===== src/rtl/cal_eeprom_router.sv =====
`default_nettype none
// ============================================================================
// Module   : cal_eeprom_router
// Purpose  : Captures EEPROM header bytes and routes calibration regions to
//            one-hot RAM write ports with checksum and progress tracking.
// Revision : 1.0 - initial parametrised release
// ============================================================================
module cal_eeprom_router #(
    parameter int                              ADDR_W         = 15,
    parameter int                              HDR_BYTES      = 256,
    parameter int                              N_REGION       = 6,
    parameter logic [N_REGION*ADDR_W-1:0]      REGION_BASE    = {15'h5800, 15'h3000, 15'h1C00,
                                                                 15'h1200, 15'h0800, 15'h0080},
    parameter logic [N_REGION*(ADDR_W+1)-1:0]  REGION_LIMIT   = {16'h8000, 16'h5800, 16'h3000,
                                                                 16'h1C00, 16'h1200, 16'h00B0},
    parameter logic [N_REGION-1:0]             REGION_WIDE    = 6'b110111,
    parameter int                              DEFPIX_REGION  = 0,
    parameter int                              DEFPIX_CNT_OFS = 'h7F,
    parameter logic [ADDR_W-1:0]               LAST_ADDR      = 15'h7FFF
) (
    input  logic                          clk,
    input  logic                          rst_n,
    input  logic                          start,
    input  logic                          in_valid,
    input  logic [ADDR_W-1:0]             in_addr,
    input  logic [7:0]                    in_data,
    input  logic [$clog2(HDR_BYTES)-1:0]  hdr_rd_addr,
    output logic [7:0]                    hdr_rd_data,
    output logic [N_REGION-1:0]           wr_en,
    output logic [ADDR_W-1:0]             wr_addr,
    output logic [15:0]                   wr_data,
    output logic                          busy,
    output logic                          done,
    output logic                          err_seq,
    output logic [15:0]                   checksum,
    output logic [ADDR_W:0]               byte_cnt
);

    localparam int                c_HA_W    = $clog2(HDR_BYTES);
    localparam logic [ADDR_W:0]   c_HDR_LIM = (ADDR_W+1)'(HDR_BYTES);
    localparam logic [c_HA_W-1:0] c_CNT_IDX = c_HA_W'(DEFPIX_CNT_OFS);

    typedef enum logic [1:0] {
        S_IDLE = 2'd0,
        S_LOAD = 2'd1,
        S_DONE = 2'd2
    } state_t;

    state_t              r_state;
    logic [7:0]          r_hdr [HDR_BYTES];
    logic                r_pend;
    logic [ADDR_W-1:0]   r_pend_addr;
    logic [7:0]          r_pend_low;
    logic [N_REGION-1:0] r_wr_en;
    logic [ADDR_W-1:0]   r_wr_addr;
    logic [15:0]         r_wr_data;
    logic                r_busy;
    logic                r_done;
    logic                r_err_seq;
    logic [15:0]         r_checksum;
    logic [ADDR_W:0]     r_byte_cnt;

    logic                w_acc;
    logic                w_hit;
    logic                w_wide;
    logic                w_is_def;
    logic                w_limited;
    logic                w_hdr_hit;
    logic                w_pair_ok;
    logic [N_REGION-1:0] w_sel;
    logic [ADDR_W-1:0]   w_base;
    logic [ADDR_W-1:0]   w_off;
    logic [ADDR_W-1:0]   w_word;

    // A byte coinciding with start belongs to no load and is dropped.
    assign w_acc = in_valid && (r_state == S_LOAD) && !start;

    // Scan from the top so the lowest matching index is the last one written.
    always_comb begin
        w_hit    = 1'b0;
        w_sel    = '0;
        w_base   = '0;
        w_wide   = 1'b0;
        w_is_def = 1'b0;
        for (int i = N_REGION - 1; i >= 0; i--) begin
            if ((in_addr >= REGION_BASE[i*ADDR_W +: ADDR_W]) &&
                ({1'b0, in_addr} < REGION_LIMIT[i*(ADDR_W+1) +: ADDR_W+1])) begin
                w_hit    = 1'b1;
                w_sel    = '0;
                w_sel[i] = 1'b1;
                w_base   = REGION_BASE[i*ADDR_W +: ADDR_W];
                w_wide   = REGION_WIDE[i];
                w_is_def = (i == DEFPIX_REGION);
            end
        end
    end

    assign w_off     = in_addr - w_base;
    assign w_word    = w_wide ? (w_off >> 1) : w_off;
    assign w_limited = w_is_def && (w_word >= ADDR_W'(r_hdr[c_CNT_IDX]));
    assign w_hdr_hit = ({1'b0, in_addr} < c_HDR_LIM);
    assign w_pair_ok = r_pend && (r_pend_addr == (in_addr - ADDR_W'(1)));

    always_ff @(posedge clk or negedge rst_n) begin
        if (!rst_n) begin
            for (int i = 0; i < HDR_BYTES; i++) begin
                r_hdr[i] <= 8'h00;
            end
        end else if (w_acc && w_hdr_hit) begin
            r_hdr[in_addr[c_HA_W-1:0]] <= in_data;
        end
    end

    always_ff @(posedge clk or negedge rst_n) begin
        if (!rst_n) begin
            r_state     <= S_IDLE;
            r_pend      <= 1'b0;
            r_pend_addr <= '0;
            r_pend_low  <= 8'h00;
            r_wr_en     <= '0;
            r_wr_addr   <= '0;
            r_wr_data   <= 16'h0000;
            r_busy      <= 1'b0;
            r_done      <= 1'b0;
            r_err_seq   <= 1'b0;
            r_checksum  <= 16'h0000;
            r_byte_cnt  <= '0;
        end else begin
            r_wr_en <= '0;
            if (start) begin
                r_state    <= S_LOAD;
                r_busy     <= 1'b1;
                r_done     <= 1'b0;
                r_err_seq  <= 1'b0;
                r_pend     <= 1'b0;
                r_checksum <= 16'h0000;
                r_byte_cnt <= '0;
            end else if (w_acc) begin
                r_checksum <= r_checksum + {8'h00, in_data};
                r_byte_cnt <= r_byte_cnt + (ADDR_W+1)'(1);
                if (in_addr == LAST_ADDR) begin
                    r_state <= S_DONE;
                    r_busy  <= 1'b0;
                    r_done  <= 1'b1;
                end
                if (w_hit) begin
                    if (!w_wide) begin
                        if (!w_limited) begin
                            r_wr_en   <= w_sel;
                            r_wr_addr <= w_word;
                            r_wr_data <= {8'h00, in_data};
                        end
                    end else if (!w_off[0]) begin
                        r_pend      <= 1'b1;
                        r_pend_addr <= in_addr;
                        r_pend_low  <= in_data;
                    end else begin
                        r_pend <= 1'b0;
                        if (!w_pair_ok) begin
                            r_err_seq <= 1'b1;
                        end else if (!w_limited) begin
                            r_wr_en   <= w_sel;
                            r_wr_addr <= w_word;
                            r_wr_data <= {in_data, r_pend_low};
                        end
                    end
                end
            end
        end
    end

    assign hdr_rd_data = r_hdr[hdr_rd_addr];
    assign wr_en       = r_wr_en;
    assign wr_addr     = r_wr_addr;
    assign wr_data     = r_wr_data;
    assign busy        = r_busy;
    assign done        = r_done;
    assign err_seq     = r_err_seq;
    assign checksum    = r_checksum;
    assign byte_cnt    = r_byte_cnt;

endmodule
`default_nettype wire

===== config.mk =====
export PLATFORM = sky130hd
export DESIGN_NAME = cal_eeprom_router
export DESIGN_NICKNAME = d
export VERILOG_FILES = /design/src/rtl/cal_eeprom_router.sv
export SDC_FILE = /design/constraint.sdc
export NUM_CORES = 2
export LEC_CHECK = 0
export CAP_MARGIN = 10
export CORE_UTILIZATION = 68
export CTS_CLUSTER_DIAMETER = 200
export DETAILED_ROUTE_END_ITERATION = 12
export PLACE_DENSITY = 0.85
export RECOVER_POWER = 25
export SLEW_MARGIN = 20
export SYNTH_ARGS = -nofsm -noshare
export SYNTH_HDL_FRONTEND = slang
export SYNTH_SLANG_ARGS = --single-unit

===== constraint.sdc =====
create_clock -name clk -period 7.91 [get_ports clk]
set_input_delay 1.1865 -clock clk [delete_from_list [all_inputs] [get_ports clk]]
set_output_delay 1.1865 -clock clk [all_outputs]
set_load 0.05 [all_outputs]

==> results.toml <==
[outcome]
run_status = "complete, but fails checks"
violations = "capacitance limit, slew limit"

[worst_setup_path]
slowest_stage = "nor4b_1"
rr_endpoint = "r_hdr[691]"
worst_setup_path_start_kind = "primary input"
r2r_cells = 8
crit_path_frequent_cell = "mux4_2"
max_stage_delay_ps = 980
arrival_ps = 5730
reg2reg_from = "r_state[1]"
critPathKind = "primary input to output port"
endpoint_kind = "output port"
crit_chain = "buf_8, buf_12, buf_4, mux4_2, mux4_2, mux2i_1, a22oi_1, nor4b_1, clkdlybuf4s50_1"
r2r_slack_ps = 3220
required_ps = 6720
crit_fanout = 53

[timing]
worst_slew_margin_rel_pct = -150.0
worst-slew-pin-transition_ps = 3750
hold_viol = 0
fmax_ghz = 0.1446
rsz0062_at_grt = "no"
period_minus_slack_ps = 6914
clock-skew-final_ps = 18.45
fin_ws_ps = 996.1
finalMaxSlewViolations = 817
period_share_pct = 87.41
finalSetupTns_ps = 0
final-setup-viol-count = 0

[worst_hold_path]
holdPathEnd = "wr_addr[12]"
worstHoldPathCells = 1
hp-class = "flip-flop to flip-flop"
min-delay-start = "wr_addr[12]"

[grt]
antenna_found_initial = 9
grt_max_degree = 190
grt_usage_pct = 34.78
grt_pass1_vias = 60320
grt_pass1_wl_um = 381300
gr-total-overflow = 0

[finish]
area_delta_synth_final_pct = 10.68
num-nets-final = 6271
finalNonFillerCells = 8274
drive_gt1_share_pct = 50.84
final_common_cell = "dfrtp_1"
final_cell_mix = "dfrtp_1 (2144), mux2_2 (2075), mux4_2 (640)"

[cts]
post-cts-setup-buffer-count = 0
ctsResizeCount = 0
clkSinkCount = 2144
ctsHoldBuffers = 0
ctsLongestPathBuffers = 3
cts_buffers = 209
clock_latency_ps = 850
path_clk_slew_ps = 60
cts_root_buf = "clkbuf_16"
htree_levels = 4
cts_tree = "built"

[routing]
ant_nets = 0
wl_per_cell_um = 30.00
num_vias = 57200
initialDrtViolationCount = 5302
remaining_drc_errors = 0
drtPass1Iterations = 6
avgViaCountPerCell = 6.913
drt_wl_total_um = 248200

[power]
internal_power_uw = 17690
p_leak_uw = 0.05319
ir_drop_v = 0.0002473
switching_share_pct = 23.47
p_comb_share_pct = 6.6
power_frac_clock_pct = 45.1
p_per_area_nw_per_um2 = 212.4
power_switching_uw = 5424
seqPwrFrac_pct = 48.2

[logic_synthesis]
synth_nets = 6273
synth_top_area_share_pct = 54.57
syn_avg_cell_area_um2 = 15.84
yosys_warnings = 0
yosys-top-cells-area = "dfrtp_1 (55%), mux2_2 (24%), mux4_2 (15%)"
synthDistinctLibCells = 62
synth_top_area_cell = "dfrtp_1"
synth_edf_count = 0
ys.flop_type = "dfrtp_1"
synthArstFlopShare_pct = 100.0
ys_ff_latch = 2144
synthesis.area_um2 = 98330
yosysSeqAreaShare_pct = 54.57
netlist_instances = 6207

[floorplanning]
core-area_um2 = 143500
die_h_um = 382.3
rows = 139
die-area_um2 = 146100
die_x_um = 382.3
ioPinCount = 115
start_util_pct = 68.53

[place]
placedCellCount = 7895
place_congestion = 0.8913
portBuffers = 114
dp_hpwl_um = 155400
dp_slack_ps = 1148

[job]
drv_cap = 10
## layer usage
metal | vias up | wire length (µm) | track usage [%]
met3 | 541 | 19790 | 7.593
met4 | 12 | 9954 | 13.38
li1 | 23210 | - | -
met5 | - | 78 | 0
met1 | 31030 | 98320 | 48.40
met2 | 2401 | 120100 | 54.55
## synthesized netlist by cell type (3+ instances only)
cell type and count:
a31oi_1 5, xor2_1 20, nand3_1 19, mux4_2 640, clkbuf_1 367, nor4b_1 10
a21oi_1 35, nor2b_1 24, or4_1 3, nor4_1 6, inv_1 30, a22oi_1 24
nand2_1 362, nor2_1 65, o211ai_1 4, and4_1 4, ha_1 30, buf_1 75
xnor2_1 20, dfrtp_1 2144, buf_2 21, mux2_1 19, nand2b_1 8, o21ai_0 23
a21o_1 5, nand4_1 6, nor3b_1 6, and3_1 9, nor3_1 17, or2_2 6
a211oi_1 19, mux2_2 2075, or3_1 9, mux2i_1 60
## metrics by stage
stage	util (%)	total power (µW)	instance area, µm²	hold slack [ps]
after floorplan	-	12190	98330	473.9
after detailed placement	70.84	12890	101600	479.1
final	75.84	23120	108800	490.1
after CTS	75.88	23210	108900	357.2
after global placement	70.84	12870	101600	473.8
after global routing	75.84	23730	108800	505.2
## final cells by class
type,count,area (µm²)
flip-flops and latches,2144,53650
multi-input cells,3567,42970
fillers,8003,34660
clock buffers,310,6299
repair buffers,253,2481
well taps,1903,2381
clock inverters,65,924.6
inverters,30,112.6
diodes,2,5.005
## logic make-up (layout without fill, tap and decap cells)
group	Yosys count	after routing	synth area share, %
adders and majority gates	31	31	0.4021
other	0	2	0
buffers and inverters	496	658	1.939
DFF	2144	2144	54.57
and+or+nand+nor	565	565	2.536
muxes	2794	2794	39.25
xor gates and xnor gates	40	40	0.3563
AOI/OAI and AO/OA	137	137	0.9493
## sequential cells by signal, summed over array words and instances, names as in the netlist
register,cells
r_hdr,2048
byte_cnt,16
checksum,16
wr_data,16
r_pend_addr,15
wr_addr,15
r_pend_low,8
wr_en,6
r_state,2
err_seq,1
r_pend,1
## power by group through the flow
| stage | registers (µW) | clock network [µW] | logic, µW |
|---|---|---|---|
| 2_1_floorplan | 11500 | 0 | 667 |
| 3_3_place_gp | 11300 | 0 | 1520 |
| 3_5_place_dp | 11300 | 0 | 1540 |
| 4_1_cts | 11100 | 10500 | 1550 |
| 5_1_grt | 11200 | 10900 | 1640 |
| 6_report | 11200 | 10400 | 1540 |
## critical path, delay by kind of cell
kind | cells | cell delay, ps
and+or+nand+nor | 1 | 980
buffers and inverters | 4 | 2270
muxes | 3 | 680
AOI/OAI and AO/OA | 1 | 440
## how the worst max path moves through the flow
stage                        start              to  slack (ps)  depth (start not counted)
floorplan           hdr_rd_addr[0]  hdr_rd_data[0]        1720                          8
global placement    hdr_rd_addr[1]  hdr_rd_data[4]         940                          9
detailed placement  hdr_rd_addr[0]  hdr_rd_data[1]        1150                         10
CTS                 hdr_rd_addr[0]  hdr_rd_data[1]        1150                         10
global route                 rst_n      r_hdr[341]         600                          2
finish              hdr_rd_addr[1]  hdr_rd_data[3]        1000                          9
(Power assumes the default switching activity.)
